File: config.mk
export PLATFORM = sky130hd
export DESIGN_NAME = localbus_sender_ml
export DESIGN_NICKNAME = d
export VERILOG_FILES = /design/src/rtl/localbus_sender_ml.sv
export SDC_FILE = /design/constraint.sdc
export NUM_CORES = 1
export LEC_CHECK = 0
export BUFFER_PORTS_ARGS = -buffer_cell sky130_fd_sc_hd__buf_2
export CORE_MARGIN = 5
export CORE_UTILIZATION = 29
export CTS_CLUSTER_DIAMETER = 100
export DETAILED_ROUTE_END_ITERATION = 16
export GPL_TIMING_DRIVEN = 0
export PLACE_DENSITY = 0.44
export RECOVER_POWER = 50
export SLEW_MARGIN = 10
export SYNTH_ARGS = -nofsm -noshare
export SYNTH_HDL_FRONTEND = slang
export SYNTH_SLANG_ARGS = --single-unit
export TNS_END_PERCENT = 5
File: constraint.sdc
create_clock -name CLK_I -period 5.4 [get_ports CLK_I]
set_input_delay 0.54 -clock CLK_I [delete_from_list [all_inputs] [get_ports CLK_I]]
set_output_delay 0.54 -clock CLK_I [all_outputs]
set_load 0.02 [all_outputs]
File: src/rtl/localbus_sender_ml.sv
// Multi-lane localbus sender: serialises a frame of units over LANE_NUM lanes next to a
// forwarded CLK_I/2 clock, with an optional per-unit parity beat and back-to-back frame chaining.
module localbus_sender_ml #(
  parameter int MAX_UNIT_NUM = 4,
  parameter int UNIT_BIT_NUM = 32,
  parameter int LANE_NUM     = 2,
  parameter int PARITY_EN    = 0
) (
  input  logic                                 CLK_I,
  input  logic                                 RST_I,
  input  logic [MAX_UNIT_NUM*UNIT_BIT_NUM-1:0] PDATA_I,
  input  logic [7:0]                           VALID_UNIT_NUM_I,
  input  logic                                 START_I,
  input  logic                                 CONTINUE_I,
  output logic                                 CLK_O,
  output logic                                 DE_O,
  output logic [LANE_NUM-1:0]                  DQ_O,
  output logic                                 ALMOST_PULSE_O,
  output logic                                 BUSY_O,
  output logic                                 FRAME_DONE_O
);
  localparam int DATA_BEATS     = UNIT_BIT_NUM / LANE_NUM;
  localparam int BEATS_PER_UNIT = DATA_BEATS + ((PARITY_EN != 0) ? 1 : 0);
  localparam int PW             = MAX_UNIT_NUM * UNIT_BIT_NUM;
  localparam int UW             = $clog2(MAX_UNIT_NUM + 1);
  localparam int BW             = $clog2(BEATS_PER_UNIT + 1);
  localparam logic [BW-1:0] LAST_BEAT = BW'(BEATS_PER_UNIT - 1);
  localparam bit ONE_BEAT_UNIT  = (BEATS_PER_UNIT == 1);

  typedef enum logic [1:0] {S_IDLE, S_ARM, S_SEND, S_DONE} state_t;

  state_t            state_q, state_d;
  logic              phase_q, phase_d;
  logic              de_q, de_d;
  logic [LANE_NUM-1:0] dq_q, dq_d;
  logic              almost_q, almost_d;
  logic              busy_q, busy_d;
  logic              done_q, done_d;
  logic [UW-1:0]     unit_q, unit_d;
  logic [UW-1:0]     n_q, n_d;
  logic [BW-1:0]     beat_q, beat_d;
  logic [PW-1:0]     data_q, data_d;
  logic [UW-1:0]     n_last;
  logic [UW-1:0]     n_new;

  // Lane L of beat b is unit bit b*LANE_NUM+L; the beat after the data beats is even parity on lane 0.
  function automatic logic [LANE_NUM-1:0] beat_val(input logic [PW-1:0] data,
                                                   input logic [UW-1:0] unit,
                                                   input logic [BW-1:0] beat);
    logic [UNIT_BIT_NUM-1:0] u_bits;
    u_bits   = data[int'(unit)*UNIT_BIT_NUM +: UNIT_BIT_NUM];
    beat_val = '0;
    if (int'(beat) >= DATA_BEATS) beat_val[0] = ^u_bits;
    else                          beat_val    = u_bits[int'(beat)*LANE_NUM +: LANE_NUM];
  endfunction

  function automatic logic [UW-1:0] clamp_n(input logic [7:0] v);
    if (int'(v) > MAX_UNIT_NUM) clamp_n = UW'(MAX_UNIT_NUM);
    else                        clamp_n = UW'(v);
  endfunction

  always_comb begin
    state_d  = state_q;
    phase_d  = ~phase_q;
    de_d     = de_q;
    dq_d     = dq_q;
    almost_d = 1'b0;
    busy_d   = busy_q;
    done_d   = 1'b0;
    unit_d   = unit_q;
    beat_d   = beat_q;
    n_d      = n_q;
    data_d   = data_q;
    n_last   = UW'(n_q - 1'b1);
    n_new    = clamp_n(VALID_UNIT_NUM_I);

    case (state_q)
      S_IDLE: begin
        if (START_I && (VALID_UNIT_NUM_I != 8'd0)) begin
          data_d  = PDATA_I;
          n_d     = n_new;
          busy_d  = 1'b1;
          state_d = S_ARM;
        end
      end
      S_ARM: begin
        // Outputs only move on the edge entering a phase-0 cycle, so wait for phase 1 here.
        if (phase_q) begin
          de_d   = 1'b1;
          unit_d = '0;
          beat_d = '0;
          dq_d   = beat_val(data_q, '0, '0);
          if (ONE_BEAT_UNIT && (n_q == UW'(1))) begin
            almost_d = 1'b1;
            state_d  = S_DONE;
          end else begin
            state_d  = S_SEND;
          end
        end
      end
      S_SEND: begin
        if (phase_q) begin
          if (beat_q == LAST_BEAT) begin
            unit_d = unit_q + 1'b1;
            beat_d = '0;
          end else begin
            beat_d = beat_q + 1'b1;
          end
          dq_d = beat_val(data_q, unit_d, beat_d);
          if ((unit_d == n_last) && (beat_d == LAST_BEAT)) begin
            almost_d = 1'b1;
            state_d  = S_DONE;
          end
        end
      end
      S_DONE: begin
        if (!phase_q) begin
          done_d = 1'b1;
        end else if (CONTINUE_I && (VALID_UNIT_NUM_I != 8'd0)) begin
          data_d = PDATA_I;
          n_d    = n_new;
          unit_d = '0;
          beat_d = '0;
          dq_d   = beat_val(PDATA_I, '0, '0);
          if (ONE_BEAT_UNIT && (n_new == UW'(1))) begin
            almost_d = 1'b1;
            state_d  = S_DONE;
          end else begin
            state_d  = S_SEND;
          end
        end else begin
          de_d    = 1'b0;
          dq_d    = '0;
          busy_d  = 1'b0;
          state_d = S_IDLE;
        end
      end
      default: state_d = S_IDLE;
    endcase
  end

  always_ff @(posedge CLK_I) begin
    if (RST_I) begin
      state_q  <= S_IDLE;
      phase_q  <= 1'b0;
      de_q     <= 1'b0;
      dq_q     <= '0;
      almost_q <= 1'b0;
      busy_q   <= 1'b0;
      done_q   <= 1'b0;
      unit_q   <= '0;
      beat_q   <= '0;
      n_q      <= '0;
    end else begin
      state_q  <= state_d;
      phase_q  <= phase_d;
      de_q     <= de_d;
      dq_q     <= dq_d;
      almost_q <= almost_d;
      busy_q   <= busy_d;
      done_q   <= done_d;
      unit_q   <= unit_d;
      beat_q   <= beat_d;
      n_q      <= n_d;
    end
  end

  // NOTE: the payload register is left out of reset; it is always reloaded before it is read.
  always_ff @(posedge CLK_I) begin
    data_q <= data_d;
  end

  assign CLK_O          = phase_q;
  assign DE_O           = de_q;
  assign DQ_O           = dq_q;
  assign ALMOST_PULSE_O = almost_q;
  assign BUSY_O         = busy_q;
  assign FRAME_DONE_O   = done_q;
endmodule

==> results.rst <==
.. list-table::
   :header-rows: 1

   * - Metric
     - Value
   * - H-tree depth
     - 4
   * - Max FO, Critical Path
     - 10
   * - First-pass iteration count of the detailed router
     - 4
   * - Max Transition Viols Final
     - 0
   * - Required time at the endpoint of the critical path
     - 5.69 ns
   * - Final Critical Period
     - about 4.2 ns
   * - Data arrival time of the worst path
     - between 4 and 5 ns
   * - Leakage Power
     - 0.00331 µW
   * - Chip Height
     - ~180 µm
   * - Last element of the critical path
     - DQ_O[0]
   * - Wire length reported by the detailed router
     - 20700 µm
   * - Synthesized instance count
     - approximately 580
   * - Internal cell power
     - roughly 2100 µW
   * - Warning count from the yosys run
     - 0
   * - Start point of the critical path
     - beat_q[0]
   * - Setup slack, reg-to-reg
     - 1.20 ns
   * - Seq cells post-synth
     - 148
   * - Fraction of layout instances using a drive strength above 1
     - about a quarter
   * - Synth top area cells
     - sky130_fd_sc_hd__edfxtp_1 (49%), sky130_fd_sc_hd__mux2i_1 (19%), sky130_fd_sc_hd__mux4_2 (5.1%), sky130_fd_sc_hd__dfxtp_1 (5.1%), sky130_fd_sc_hd__xnor2_1 (3.2%)
   * - Gr ovfl total
     - 0
   * - Initial Utilization
     - a little under 30%
   * - Sw frac
     - about a quarter
   * - Primary FF master, synth
     - sky130_fd_sc_hd__edfxtp_1
   * - Final setup fails
     - 0
   * - Root Buffer Master
     - sky130_fd_sc_hd__clkbuf_16
   * - Average cell area after synthesis
     - 13.7 µm²
   * - Slew headroom
     - between 40% and 50%
   * - Count of port buffers added during placement
     - approximately 150
   * - Fill cells
     - 2665
   * - Post-CTS setup repair buffer count
     - 0
   * - Placed standard-cell area
     - just over 9000 µm²
   * - DRT antenna net count
     - 0
   * - Area of the core
     - ~27000 µm²
   * - Via density per instance
     - just under 5
   * - Number of global-route vias before repair
     - 5858
   * - Category of the critical setup timing path
     - reg -> reg
   * - IO Count
     - 147
   * - Sort of element at the end of the critical path
     - flip-flop
   * - First-pass GRT wire length
     - between 30000 and 40000 µm
   * - Max-cap violation count
     - 0
   * - Clock insertion delay at the later pin of the skew report
     - ~0.42 ns
   * - Number of cells upsized or downsized after cts
     - 0
   * - Total DRC errors in the routed layout
     - 0
   * - Most frequent cell after synthesis
     - sky130_fd_sc_hd__mux2i_1
   * - Power share of the sequential group
     - 48.6%
   * - Path category of the worst min-delay check
     - in -> reg
   * - Synth top cells by count
     - sky130_fd_sc_hd__mux2i_1 (147), sky130_fd_sc_hd__edfxtp_1 (128), sky130_fd_sc_hd__xnor2_1 (29)
   * - Maximum number of pins on one net before global-route repair
     - 73
   * - Sequential fraction of the synthesis area
     - a little over half
   * - Number of buffers created by CTS
     - 17
   * - Post-synthesis to final-layout area growth
     - 21.5%
   * - Number of sinks driven by the clock tree
     - between 100 and 150
   * - Max clock buf depth
     - 2
   * - Routability congestion estimate
     - between 0.7 and 0.8
   * - Clock tree from TritonCTS
     - yes
   * - Unrepaired setup endpoints after global routing
     - no
   * - Total non-filler cell area in the finished layout
     - approximately 9600 µm²
   * - Result of the run
     - finished, final reports clean
   * - Clock network fraction of total power
     - between 30% and 40%
   * - Cell area after technology mapping
     - approximately 7900 µm²
   * - Synth top area share
     - between 40% and 50%
   * - Number of design-rule violations left by the first detailed-router iteration
     - roughly 190
   * - Wire per inst
     - between 15 and 20 µm
   * - Register clock-pin slew on the reported worst setup and hold paths
     - about 0.060 ns
   * - Slew of the pin with the lowest slew margin
     - about 0.80 ns
   * - Net count after synthesis
     - slightly above 700
   * - Launching point of the worst reg2reg path
     - beat_q[0]
   * - Async S/R FF share, synth
     - 0%
   * - Core utilization of the finished layout
     - around 36%
   * - Number of buffers inserted by hold repair at cts
     - 0
   * - Ant diodes
     - 0
   * - DIE AREA
     - 30700 µm²
   * - Critical Path Start Type
     - flip-flop
   * - Power Dens Cells
     - between 200 and 300 nW/µm²
   * - Reg-to-reg critical path endpoint
     - DQ_O[0]
   * - Via count
     - ~5300
   * - Tot GR Track Use
     - 13.5%
   * - Max Clk Rate
     - 0.238 GHz
   * - Part of the cycle the worst path needs
     - 77.7%
   * - Placement Rows
     - 60
   * - Post-synth EDFFs
     - about 130
   * - Clock Skews
     - around 0.0082 ns
   * - Die width
     - ~180 µm
   * - Max IR drop VDD
     - about 0.17 mV
   * - Post-detail-place hpwl
     - ~15000 µm
   * - Number of nets in the layout
     - slightly below 900
   * - Final Instance Count excl. Fillers
     - ~1100
   * - Cells on worst reg2reg path
     - 12
   * - Initial antenna violation count
     - 0
   * - Yosys cell types
     - 52
   * - Inst Count DP
     - between 1000 and 1500
   * - Part of the power in combinational logic
     - 12.3%
   * - Total count of hold-check failures in the final report
     - 0
   * - Switching power
     - 699 µW
   * - Cell accounting for the most synthesized area
     - sky130_fd_sc_hd__edfxtp_1
flip-flops by register name, indices dropped and copies added, names as in the netlist:
signal / flops
data_q: 128
beat_q: 5
n_q: 3
unit_q: 3
DQ_O: 2
state_q: 2
ALMOST_PULSE_O: 1
BUSY_O: 1
CLK_O: 1
DE_O: 1
FRAME_DONE_O: 1
stage by stage:
stage               hold slack (ns)  worst slack, ns  setup TNS, ns  power (µW)
floorplan                     0.457             1.04              0        1630
global placement              0.465           -0.173         -20.96        1760
detailed placement            0.471             1.12              0        1760
CTS                           0.271             1.11              0        2890
global route                  0.274            0.924              0        2960
finish                        0.287             1.20              0        2850
power by group through the flow:
stage	sequential, µW	combinational (µW)	clock, µW
floorplan	1400	226	0
global placement	1420	342	0
detailed placement	1410	355	0
CTS	1390	358	1140
global route	1390	385	1180
finish	1380	351	1110
layout by cell type, fill, tap and decap left out, types with 6 or more instances in the layout:
| master | instances |
|---|---|
| sky130_fd_sc_hd__mux2i_1 | 147 |
| sky130_fd_sc_hd__buf_2 | 129 |
| sky130_fd_sc_hd__edfxtp_1 | 128 |
| sky130_fd_sc_hd__clkbuf_1 | 41 |
| sky130_fd_sc_hd__xnor2_1 | 29 |
| sky130_fd_sc_hd__nor2_1 | 27 |
| sky130_fd_sc_hd__nand2_1 | 27 |
| sky130_fd_sc_hd__dfxtp_1 | 20 |
| sky130_fd_sc_hd__a21oi_1 | 18 |
| sky130_fd_sc_hd__xor2_1 | 18 |
| sky130_fd_sc_hd__mux4_2 | 18 |
| sky130_fd_sc_hd__clkbuf_16 | 17 |
| sky130_fd_sc_hd__nand3_1 | 13 |
| sky130_fd_sc_hd__nor3_1 | 8 |
| sky130_fd_sc_hd__nor4_1 | 7 |
| sky130_fd_sc_hd__buf_4 | 7 |
| sky130_fd_sc_hd__buf_6 | 7 |
| sky130_fd_sc_hd__o221ai_1 | 6 |
cells by family (layout without fill, tap and decap cells):
group | count (synthesis) | after routing | share of synthesized area, %
simple gates | 107 | 107 | 6.77
mux | 167 | 167 | 24.0
xor+xnor | 51 | 51 | 6.34
fa+ha+maj | 3 | 3 | 0.475
flops | 148 | 148 | 53.7
compound gates | 59 | 59 | 5.55
buf+inv | 44 | 223 | 3.20
cell type report:
class	count	area (µm²)	share of cell area, %
Buffer	38	230	2.39
Clock buffer	20	437	4.54
Clock inverter	12	106	1.11
Inverter	6	27.5	0.286
Multi-Input combinational cell	387	3410	35.5
Sequential cell	148	4240	44.1
Tap cell	341	427	4.44
Timing Repair Buffer	147	728	7.58
worst min path at each step:
stage / from / to / slack, ns / cells after the start
2_1_floorplan: n_q[1] / n_q[1] / 0.46 / 2
3_3_place_gp: DE_O / DE_O / 0.46 / 2
3_5_place_dp: DE_O / DE_O / 0.47 / 2
4_1_cts: PDATA_I[122] / data_q[122] / 0.27 / 1
5_1_grt: PDATA_I[122] / data_q[122] / 0.27 / 1
6_report: PDATA_I[118] / data_q[118] / 0.29 / 1
per-layer routing:
layer / wire length [µm] / vias up / global-route usage, % / share of wire [%]
li1: - / 2557 / - / -
met4: 269 / 0 / 4.12 / 1.3
met1: 9560 / 2630 / 18.3 / 46
met5: 0 / - / 0 / 0
met3: 887 / 14 / 2.21 / 4.3
met2: 9990 / 126 / 22.4 / 48
critical path, stage by stage (launching register included):
cell and delay (ns):
sky130_fd_sc_hd__dfxtp_1 0.50, sky130_fd_sc_hd__ha_1 0.20, sky130_fd_sc_hd__buf_2 0.20, sky130_fd_sc_hd__and4b_1 0.37
sky130_fd_sc_hd__buf_6 0.24, sky130_fd_sc_hd__buf_6 0.20, sky130_fd_sc_hd__buf_2 0.31, sky130_fd_sc_hd__clkbuf_1 0.40
sky130_fd_sc_hd__nand2_1 0.12, sky130_fd_sc_hd__xnor2_1 0.62, sky130_fd_sc_hd__nor4_1 0.15, sky130_fd_sc_hd__nor4_1 0.57
sky130_fd_sc_hd__o41ai_2 0.15
Note: power is estimated with default switching activity, not from simulation.
